`config.mk`:
```
export PLATFORM = sky130hd
export DESIGN_NAME = rvc_fetch_aligner
export DESIGN_NICKNAME = d
export VERILOG_FILES = /design/src/rtl/rvc_pkg.sv /design/src/rtl/rvc_halfword_queue.sv /design/src/rtl/rvc_fetch_aligner.sv
export SDC_FILE = /design/constraint.sdc
export NUM_CORES = 1
export LEC_CHECK = 0
export BUFFER_PORTS_ARGS = -buffer_cell sky130_fd_sc_hd__buf_2
export CAP_MARGIN = 20
export CORE_AREA = 2 2 123 137
export CTS_BUF_LIST = sky130_fd_sc_hd__clkbuf_8
export DETAILED_ROUTE_END_ITERATION = 10
export DIE_AREA = 0 0 125 139
export PLACE_DENSITY_LB_ADDON = 0.2
export SETUP_SLACK_MARGIN = 0.2
export SYNTH_ARGS = -nofsm -noshare
export SYNTH_HDL_FRONTEND = slang
export SYNTH_HIERARCHICAL = 1
export SYNTH_SLANG_ARGS = --single-unit
```
`constraint.sdc`:
```
create_clock -name clk -period 11.6 [get_ports clk]
set_clock_uncertainty 0.05 [all_clocks]
set_input_delay 1.16 -clock clk [delete_from_list [all_inputs] [get_ports clk]]
set_output_delay 1.16 -clock clk [all_outputs]
set_load 0.1 [all_outputs]
```
`src/rtl/rvc_pkg.sv`:
```
// rvc_pkg: shared widths, opcode constant and helpers for the RVC fetch aligner
package rvc_pkg;

    localparam int HW_W = 16;
    localparam int INST_W = 32;
    localparam logic [1:0] RVC_OP_FULL = 2'b11;

    function automatic logic is_compressed(input logic [HW_W-1:0] hw);
        return hw[1:0] != RVC_OP_FULL;
    endfunction

endpackage

```
`src/rtl/rvc_halfword_queue.sv`:
```
// rvc_halfword_queue: circular halfword queue with 0..2 push and pop per cycle
module rvc_halfword_queue
    import rvc_pkg::*;
#(
    parameter int DEPTH = 4,
    localparam int PW = $clog2(DEPTH),
    localparam int CW = $clog2(DEPTH + 1)
) (
    input  logic            clk,
    input  logic            rst,
    input  logic            clr,
    input  logic [1:0]      push_n,
    input  logic [HW_W-1:0] push_hw0,
    input  logic [HW_W-1:0] push_hw1,
    input  logic [1:0]      pop_n,
    output logic [CW-1:0]   count,
    output logic [HW_W-1:0] hw0,
    output logic [HW_W-1:0] hw1
);

    logic [HW_W-1:0] mem [DEPTH];
    logic [PW-1:0]   head;
    logic [PW-1:0]   tail;

    if (DEPTH < 4 || (DEPTH & (DEPTH - 1)) != 0) begin : g_depth_check
        $error("rvc_halfword_queue: DEPTH must be a power of two and at least 4");
    end

    assign hw0 = mem[head];
    assign hw1 = mem[head + PW'(1)];

    // Storage is cleared on reset so the idle head reads as zero; flush only empties the pointers.
    always_ff @(posedge clk or posedge rst) begin
        if (rst) begin
            head  <= '0;
            tail  <= '0;
            count <= '0;
            for (int i = 0; i < DEPTH; i++) mem[i] <= '0;
        end else if (clr) begin
            head  <= '0;
            tail  <= '0;
            count <= '0;
        end else begin
            if (push_n != 2'd0) mem[tail] <= push_hw0;
            if (push_n == 2'd2) mem[tail + PW'(1)] <= push_hw1;
            tail  <= tail + PW'(push_n);
            head  <= head + PW'(pop_n);
            count <= count + CW'(push_n) - CW'(pop_n);
        end
    end

endmodule

```
`src/rtl/rvc_fetch_aligner.sv`:
```
// rvc_fetch_aligner: repacks word-aligned fetch words into one RVC or RV32 instruction per beat
module rvc_fetch_aligner
    import rvc_pkg::*;
#(
    parameter int XLEN = 64,
    parameter logic [XLEN-1:0] RESET_PC = 64'h0000_0000_8000_0000,
    parameter int BUF_DEPTH = 4
) (
    input  logic              clk,
    input  logic              rst,
    input  logic              fetch_valid_i,
    output logic              fetch_ready_o,
    input  logic [31:0]       fetch_data_i,
    input  logic              flush_i,
    input  logic [XLEN-1:0]   flush_pc_i,
    output logic              inst_valid_o,
    input  logic              inst_ready_i,
    output logic [INST_W-1:0] instruction_o,
    output logic              is_rv_o,
    output logic [XLEN-1:0]   inst_pc_o
);

    localparam int CW = $clog2(BUF_DEPTH + 1);

    logic [CW-1:0]   count;
    logic [HW_W-1:0] hw0;
    logic [HW_W-1:0] hw1;
    logic [XLEN-1:0] pc_q;
    logic            skip_q;
    logic            push;
    logic            pop;
    logic [1:0]      push_n;
    logic [1:0]      pop_n;
    logic [HW_W-1:0] push_hw0;

    // Handshakes and output formatting from registered queue state only.
    always_comb begin
        is_rv_o       = !is_compressed(hw0);
        inst_valid_o  = is_rv_o ? (count >= CW'(2)) : (count >= CW'(1));
        fetch_ready_o = count <= CW'(BUF_DEPTH - 2);
        instruction_o = is_rv_o ? {hw1, hw0} : {16'h0, hw0};
        inst_pc_o     = pc_q;
        push          = fetch_valid_i && fetch_ready_o && !flush_i;
        pop           = inst_valid_o && inst_ready_i && !flush_i;
        push_n        = push ? (skip_q ? 2'd1 : 2'd2) : 2'd0;
        pop_n         = pop ? (is_rv_o ? 2'd2 : 2'd1) : 2'd0;
        push_hw0      = skip_q ? fetch_data_i[31:16] : fetch_data_i[15:0];
    end

    rvc_halfword_queue #(.DEPTH(BUF_DEPTH)) u_queue (
        .clk      (clk),
        .rst      (rst),
        .clr      (flush_i),
        .push_n   (push_n),
        .push_hw0 (push_hw0),
        .push_hw1 (fetch_data_i[31:16]),
        .pop_n    (pop_n),
        .count    (count),
        .hw0      (hw0),
        .hw1      (hw1)
    );

    // Head PC advances with each pop; a redirect reloads it and arms dropping of the low half.
    always_ff @(posedge clk or posedge rst) begin
        if (rst) begin
            pc_q   <= RESET_PC;
            skip_q <= RESET_PC[1];
        end else if (flush_i) begin
            pc_q   <= flush_pc_i;
            skip_q <= flush_pc_i[1];
        end else begin
            if (pop) pc_q <= pc_q + (is_rv_o ? XLEN'(4) : XLEN'(2));
            if (push) skip_q <= 1'b0;
        end
    end

endmodule

```
==> results of run 1 <==
## stage by stage
| step | area (sq um) | utilization, % | instances |
|---|---|---|---|
| after CTS | 9856 | 61.36 | 1197 |
| after floorplan | 8582 | - | 824 |
| after global routing | 9881 | 61.51 | 1199 |
| after global placement | 9513 | 59.22 | 1165 |
| after detailed placement | 9518 | 59.25 | 1166 |
| final | 9881 | 61.51 | 1199 |
## Yosys cell counts, drive strengths merged, types with 14 or more instances
library cell,number,area (sq um)
a2bb2oi,61,659.4
a31oi,25,156.4
and3,25,156.4
buf,28,195.2
clkbuf,36,135.1
dfrtp,135,3378
inv,18,67.57
mux2,20,225.2
mux4,32,720.7
nand2,59,246.5
nand3,32,172.7
nand4,32,227.7
nor2,40,150.1
o21ai,41,216.5
o22ai,64,400.4
or3,14,88.84
or4,24,181.4
xnor2,17,148.9
## area by class of cell
type,count,share of cell area (%)
clock buffers,18,2.507
clock inverters,13,0.9117
flip-flops and latches,136,34.47
multi-input cells,603,48.08
repair buffers,207,10.76
well taps,204,2.583
inverters,18,0.6838
## power groups by stage
stage	combinational (W)	sequential (W)	clock (W)
floorplan	0.00119	0.000872	0
global placement	0.00155	0.000761	0
detailed placement	0.00156	0.000771	0
CTS	0.00157	0.000764	0.000358
global route	0.00163	0.000786	0.000377
finish	0.00157	0.000768	0.000353
## sequential cells by signal, indices dropped and copies added, names as in the netlist
| register | cells |
|---|---|
| inst_pc_o | 64 |
| u_queue/mem | 64 |
| u_queue/count | 3 |
| u_queue/head | 2 |
| u_queue/tail | 2 |
| skip_q | 1 |
## worst paths after layout
check | from | end | slack (ns) | cells past startpoint
max in group asynchronous | rst | inst_pc_o[26] | 9.83 | 3
min in group asynchronous | rst | inst_pc_o[17] | 0.72 | 2
max reg2reg | u_queue/head[0] | inst_pc_o[57] | 7.05 | 10
min reg2reg | inst_pc_o[0] | inst_pc_o[0] | 0.46 | 1
max | u_queue/head[0] | inst_pc_o[57] | 7.05 | 10
min | inst_pc_o[0] | inst_pc_o[0] | 0.46 | 1
## cell usage in the layout (no fill, tap or decap), types with 4 or more instances in the layout
master / instances
nor2_1: 40
or3_1: 13
o31ai_1: 12
mux4_2: 32
a2bb2oi_2: 20
clkinv_2: 9
o22ai_1: 64
clkbuf_8: 18
buf_4: 5
o2bb2a_1: 4
mux2i_1: 4
buf_2: 201
mux2_2: 20
inv_2: 4
o211ai_1: 7
or4_1: 23
ha_1: 6
and3_1: 25
a31oi_1: 25
nand4_1: 29
nor2b_1: 5
a2bb2oi_1: 41
and2_1: 5
xor2_1: 13
inv_1: 16
xnor2_1: 17
nand2_1: 55
and4_1: 6
dfrtp_1: 134
nor4_1: 12
or2_2: 4
o21ai_0: 37
nor3_1: 9
a21oi_4: 4
nand3_1: 31
## kinds of logic (layout without fill, tap and decap cells)
group	Yosys count	after routing	synth area share [%]
simple gates	277	277	18.41
compound gates	230	230	20.80
flops	136	136	39.67
buf+inv	85	256	4.972
mux	56	56	11.49
xor+xnor	30	30	3.062
fa+ha+maj	10	10	1.589
## per-layer routing
| layer | vias to the layer above | GRT usage [%] | wire [um] |
|---|---|---|---|
| met5 | - | 0 | 0 |
| met3 | 46 | 5.131 | 2246 |
| met4 | 0 | 11.46 | 619 |
| met1 | 3803 | 38.82 | 10320 |
| li1 | 3543 | - | - |
| met2 | 459 | 46.94 | 12370 |
## critical path: stages, from the launching register on
cell	delay, ns
dfrtp_2	1.03
mux4_2	0.82
nand2_2	0.19
inv_1	0.10
xnor2_1	0.17
ha_1	0.18
a31o_2	0.17
nand3_1	0.26
or4_1	0.74
or4_1	0.54
a31oi_1	0.19
==> reports/summary.txt, run 1 <==
status = complete, no violations
pre-CTS setup slack = 7.024 ns
largest net degree at the start of global routing = 84
clock buffer count from CTS = 17
CP Max Fanout = 33
worst path arrival time = 4.87 ns
Netlist Area Pre-Place = 0.008582 sq mm
RSZ-0062 raised after global routing = no
post-cts resize count = 0
Async SR Flop Fraction = 100.0%
Final Cycle Share = 39.23%
DRC = 0
sequential share of power = 28.5%
initial antenna violation count = 0
DIE AREA = 0.01738 sq mm
area grow syn2layout = 15.13%
H-tree Lvls = 4
CTS tree = yes
Comb power frac = 58.3%
Pwr Density = 272.3 mW/mm^2
internal power = 0.001180 W
Finish-stage setup viols = 0
global route total overflow = 0
Final ANT Viol Nets = 0
Final Critical Period = 4.550 ns
Leak Pwr = 4.091 nW
Synth warnings = 6
MaxCap Viol Count = 0
Worst-Margin Slew = 1.141 ns
# rows = 49
Post-Syn Instances = 824
Multi-input gate area = 0.004751 sq mm
CP endpoint kind = flop
EDFF count, synth = 0
Req. time, crit path = 11.92 ns
drt pass-1 iters = 5
CTS clk-pin slew, worst paths = 0.08 ns
Avg Cell Area, Syn = 10.42 sq um
Sink Count = 136
Layout Nets = 1,092
Slew headroom = 23.93%
Vert. Die Dim = 139 um
layout cell share with drive strength beyond 1 = 34.47%
ANT cells = 0
Netlist cell types = 71
vias in the first global route = 7,417
hold_ws = 0.4589 ns
Final HPWL DP = 17,050 um
# IOs = 200
Syn Nets = 933
Port Buffers = 199
Final Max Slew Viols = 0
Post-CTS Hold Fix Bufs = 0
Final Hold Viols = 0
Clock power frac = 13.1%
final setup margin = 7.050 ns
final RePlAce weighted congestion = 0.8467
CTS root buffer = clkbuf_8
fmax = 219.8 MHz
Min-Delay Path Class = flop to flop
drt first-iter violations = 766
sw frac = 56.13%
flops & latches, synth = 136
Top FF cell, synth = dfrtp_1
Clock Latency Late Sink = 0.45 ns
core area = 0.01606 sq mm
Max IR drop VDD = 0.0004201 V
via count = 7,851
first-pass GRT wire length = 40,000 um
number of vias per cell = 6.548
part of the Yosys area used for sequential elements = 39.67%
Overall Global Routing Usage = 28.92%
Post-CTS Setup Bufs = 0
Routed WL = 25,550 um
CP startpoint kind = flop
Total Neg Setup Slack = 0 ns
Crit Path Category = flop to flop
CTS Buffer Depth = 2
DIE WIDTH = 125 um
DR WL/cell = 21.31 um
Total Power = 0.002691 W
switching power = 0.001510 W
filler instances = 1,434
initial core utilization = 53.43%
register area = 0.003406 sq mm
Power figures use the tool's default switching activity.
==> run 2, diff against run 1 <==
==> constraint.sdc (replaced) <==
create_clock -name clk -period 4.5 [get_ports clk]
set_clock_uncertainty 0.05 [all_clocks]
set_input_delay 0.45 -clock clk [delete_from_list [all_inputs] [get_ports clk]]
set_output_delay 0.45 -clock clk [all_outputs]
set_load 0.1 [all_outputs]
==> reports/summary.txt, run 2 (same netlist as run 1, synthesis figures left out) <==
Layout Nets = 1,098
Hold Path End = inst_pc_o[34]
CP startpoint kind = flop
CTS root buffer = clkbuf_8
Worst-Margin Slew = 1.150 ns
reg2reg end = inst_pc_o[57]
vias in the first global route = 7,672
status = complete, no violations
Post-CTS Setup Bufs = 0
via count = 7,967
drt first-iter violations = 756
sequential share of power = 27.5%
leading cell type in the layout, fill and taps excluded = buf_2
CP bufs+invs = 1
H-tree Lvls = 4
CTS clk-pin slew, worst paths = 0.08 ns
initial antenna violation count = 0
first-pass GRT wire length = 40,570 um
CTS Buffer Depth = 2
worst path cell trace = mux4_2 -> nand2_4 -> clkinvlp_4 -> xnor2_1 -> ha_1 -> a31o_2 -> nand3_2 -> or4_1 -> or4_1 -> a31oi_1
R2R depth = 10
worst hold start = flush_pc_i[34]
initial core utilization = 53.43%
Routed WL = 25,680 um
ANT cells = 0
drt pass-1 iters = 5
Min-Delay Path Class = input port to flop
Final Critical Period = 4.067 ns
Critical-path top delay cell = mux4_2
CP endpoint kind = flop
Clock power frac = 14.8%
core area = 0.01606 sq mm
worst path arrival time = 4.39 ns
reg2reg start = u_queue/head[0]
Final ANT Viol Nets = 0
register-to-register setup slack = 0.43 ns
DIE WIDTH = 125 um
Clock Latency Late Sink = 0.46 ns
M3 GR Usage = 5.363%
number of vias per cell = 6.606
Req. time, crit path = 4.82 ns
DR WL/cell = 21.29 um
cell mode on critical path = or4_1
Multi-input gate area = 0.004765 sq mm
switching power = 0.003914 W
Leak Pwr = 4.134 nW
clock buffer count from CTS = 17
depth of the worst hold-timing path = 3
Port Buffers = 199
Final Cycle Share = 90.38%
final setup margin = 0.4329 ns
Total Neg Setup Slack = 0 ns
pre-CTS setup slack = 0.4042 ns
Slew headroom = 23.33%
Total Power = 0.007098 W
fmax = 245.9 MHz
met2 Use GR = 48.05%
CTS tree = yes
Final HPWL DP = 17,120 um
Final Hold Viols = 0
global route hottest layer = met2
family with the most delay on the worst path = simple AND/OR/NAND/NOR gates
DIE AREA = 0.01738 sq mm
filler instances = 1,381
largest net degree at the start of global routing = 68
Sink Count = 136
most frequent cells in the layout = buf_2, dfrtp_1, o22ai_1
# rows = 49
Max IR drop VDD = 0.001096 V
# IOs = 200
M1 GR Usage = 38.13%
Finish-stage setup viols = 0
sw frac = 55.14%
RSZ-0062 raised after global routing = no
Vert. Die Dim = 139 um
layout cell share with drive strength beyond 1 = 35.23%
Comb power frac = 57.7%
CP Max Fanout = 20
area grow syn2layout = 16.88%
final RePlAce weighted congestion = 0.8346
crit path launch = u_queue/head[0]
Crit Path Category = flop to flop
Overall Global Routing Usage = 29.16%
register area = 0.003406 sq mm
DRC = 0
CP max stage delay = 0.79 ns
MaxCap Viol Count = 0
Final Max Slew Viols = 0
global route total overflow = 0
internal power = 0.003184 W
Pwr Density = 707.6 mW/mm^2
[run 2: changes by cell type in the layout (fill, tap and decap cells not counted), sizes merged]
cell | previous run | this run
inv | 20 | 18
bufinv | 1 | 3
dlygate4sd3 | 0 | 1
buf | 207 | 212
clkinvlp | 1 | 5
clkinv | 9 | 6
[run 2: what timing repair did]
item,4_1_cts,5_1_grt
hold endpoints to repair,0,4
endpoints found under the setup margin,0,2
hold buffers,0,1
resized for setup,0,1
[run 2: layout make-up]
cell class,instances,share of cell area (%)
clock inverter,14,1.572
inverter,18,0.7110
sequential,136,33.95
clock buffer,18,2.470
multi-input combinational,603,47.50
tap,204,2.545
timing repair buffer,213,11.25
[run 2: metal layers]
layer	part of all wire (%)	vias up	wire [um]
met2	49	421	12570
met3	7.7	62	1978
li1	-	3558	-
met1	40	3926	10400
met5	0	-	0
met4	2.8	0	729
[run 2: worst max path at each step]
stage / depth (start not counted) / slack [ns] / end
final: 10 / 0.43 / inst_pc_o[57]
after CTS: 6 / 0.35 / inst_pc_o[60]
after floorplan: 13 / 0.21 / inst_pc_o[61]
after global routing: 10 / 0.23 / inst_pc_o[41]
after detailed placement: 6 / 0.40 / inst_pc_o[42]
after global placement: 6 / 0.49 / inst_pc_o[42]
[run 2: power by group through the flow]
stage                     clock network, W  logic (W)  registers (W)
after floorplan                          0    0.00308        0.00225
after global placement                   0    0.00405        0.00194
after detailed placement                 0    0.00408        0.00196
after CTS                          0.00106    0.00409        0.00194
after global routing               0.00111    0.00424        0.00199
final                              0.00105    0.00410        0.00195
[run 2: per-stage QoR]
stage	util (%)	std cells	hold WS (ns)	cell area [sq um]
after floorplan	-	824	0.4314	8610
after global placement	59.54	1170	0.4433	9564
after detailed placement	59.54	1170	0.4485	9564
after CTS	62.07	1202	0.1089	9970
after global routing	62.45	1206	0.1387	10030
final	62.45	1206	0.1396	10030
[run 2: worst register-to-register path: stages, from the launching register on]
cell and delay, ns:
dfrtp_2 0.62, mux4_2 0.79, nand2_4 0.19, clkinvlp_4 0.13
xnor2_1 0.18, ha_1 0.17, a31o_2 0.17, nand3_2 0.20
or4_1 0.74, or4_1 0.57, a31oi_1 0.19
==> run 3, diff against run 2 <==
--- a/config.mk
+++ b/config.mk
@@ -12,6 +12,7 @@
 export DETAILED_ROUTE_END_ITERATION = 10
 export DIE_AREA = 0 0 125 139
 export PLACE_DENSITY_LB_ADDON = 0.2
+export RECOVER_POWER = 25
 export SETUP_SLACK_MARGIN = 0.2
 export SYNTH_ARGS = -nofsm -noshare
 export SYNTH_HDL_FRONTEND = slang
==> reports/summary.txt, run 3 (same netlist as run 1, synthesis figures left out) <==
status = complete, but fails checks
failing checks = capacitance limit, slew limit
initial core utilization = 53.43%
Routed WL = 25,650 um
layout cell share with drive strength beyond 1 = 34.73%
CTS Buffer Depth = 2
Port Buffers = 199
CTS root buffer = clkbuf_8
# IOs = 200
most frequent cells in the layout = buf_2, dfrtp_1, o22ai_1
Worst-Margin Slew = 2.349 ns
last element of the critical path = inst_pc_o[57]
MaxCap Viol Count = 1
DR WL/cell = 21.27 um
Final HPWL DP = 17,120 um
leading cell type in the layout, fill and taps excluded = buf_2
DRC = 0
CP Max Fanout = 20
# rows = 49
clock buffer count from CTS = 17
Finish-stage setup viols = 0
global route total overflow = 0
drt pass-1 iters = 5
R2R depth = 10
CTS tree = yes
reg2reg end = inst_pc_o[57]
Crit Path Category = flop to flop
Total Power = 0.007093 W
CTS clk-pin slew, worst paths = 0.08 ns
crit path launch = u_queue/head[0]
core area = 0.01606 sq mm
area grow syn2layout = 16.64%
vias in the first global route = 7,672
H-tree Lvls = 4
Final ANT Viol Nets = 0
Final Cycle Share = 90.27%
fmax = 246.2 MHz
Total Neg Setup Slack = 0 ns
RSZ-0062 raised after global routing = no
drt first-iter violations = 673
DIE AREA = 0.01738 sq mm
Multi-input gate area = 0.004765 sq mm
Sink Count = 136
Max IR drop VDD = 0.001096 V
Leak Pwr = 4.122 nW
Pwr Density = 708.6 mW/mm^2
via count = 7,908
dpl cells = 1,170
Layout Nets = 1,098
Final Critical Period = 4.062 ns
Final Hold Viols = 0
Non-Filler Instances = 1,206
number of vias per cell = 6.557
CP endpoint kind = flop
register area = 0.003406 sq mm
first-pass GRT wire length = 40,570 um
Min-Delay Path Class = input port to flop
CP startpoint kind = flop
ANT cells = 0
Final Max Slew Viols = 43
Req. time, crit path = 4.82 ns
largest net degree at the start of global routing = 68
Slew headroom = -56.57%
Post-CTS Setup Bufs = 0
reg2reg start = u_queue/head[0]
Overall Global Routing Usage = 29.16%
worst path arrival time = 4.38 ns
final RePlAce weighted congestion = 0.8346
filler instances = 1,383
Clock Latency Late Sink = 0.46 ns
Vert. Die Dim = 139 um
register-to-register setup slack = 0.44 ns
initial antenna violation count = 0
DIE WIDTH = 125 um
## run 3: power by group
group,internal [W],switching (W),leakage [nW]
logic,0.00105,0.00305,2.32
registers,0.00157,0.000374,1.61
clock network,0.000555,0.000492,0.201
total,0.00318,0.00391,4.12
## run 3: cell type report
type                            count  share of cell area, %
Clock buffer                       18                  2.475
Clock inverter                     14                  1.575
Inverter                           18                 0.7125
Multi-Input combinational cell    603                  47.60
Sequential cell                   136                  34.03
Tap cell                          204                  2.550
Timing Repair Buffer              213                  11.06
## run 3: worst min path at each step
| stage | start | end | slack [ns] | depth (start not counted) |
|---|---|---|---|---|
| detailed placement | inst_pc_o[0] | inst_pc_o[0] | 0.45 | 1 |
| global route | flush_pc_i[34] | inst_pc_o[34] | 0.14 | 3 |
| global placement | inst_pc_o[0] | inst_pc_o[0] | 0.44 | 1 |
| CTS | rst | u_queue/mem[27] | 0.11 | 2 |
| finish | flush_pc_i[34] | inst_pc_o[34] | 0.14 | 3 |
| floorplan | u_queue/mem[0] | u_queue/mem[0] | 0.43 | 1 |
## run 3: routing by layer
metal	vias to the layer above	routed length (um)	GRT usage, %
met5	-	0	0
met4	0	692	12.11
met3	58	2102	5.363
met2	424	12500	48.05
met1	3869	10350	38.13
li1	3557	-	-
## run 3: worst max-delay path: stages, from the launching register on
cell	delay, ns
dfrtp_2	0.62
mux4_2	0.78
nand2_4	0.19
clkinvlp_4	0.13
xnor2_1	0.18
ha_1	0.17
a31o_2	0.17
nand3_2	0.20
or4_1	0.73
or4_1	0.56
a31oi_1	0.19
## run 3: per-stage QoR
| step | hold WS [ns] | util (%) | setup WS [ns] | area, sq um |
|---|---|---|---|---|
| finish | 0.1402 | 62.32 | 0.4379 | 10010 |
| global route | 0.1387 | 62.32 | 0.2256 | 10010 |
| CTS | 0.1089 | 62.07 | 0.3514 | 9970 |
| detailed placement | 0.4485 | 59.54 | 0.4042 | 9564 |
| global placement | 0.4433 | 59.54 | 0.4853 | 9564 |
| floorplan | 0.4314 | - | 0.2119 | 8610 |
## run 3: repair_timing
item,in CTS,in global routing
endpoints found under the setup margin,0,2
endpoints found under the hold margin,0,4
hold buffers,0,1
resized for setup,0,1
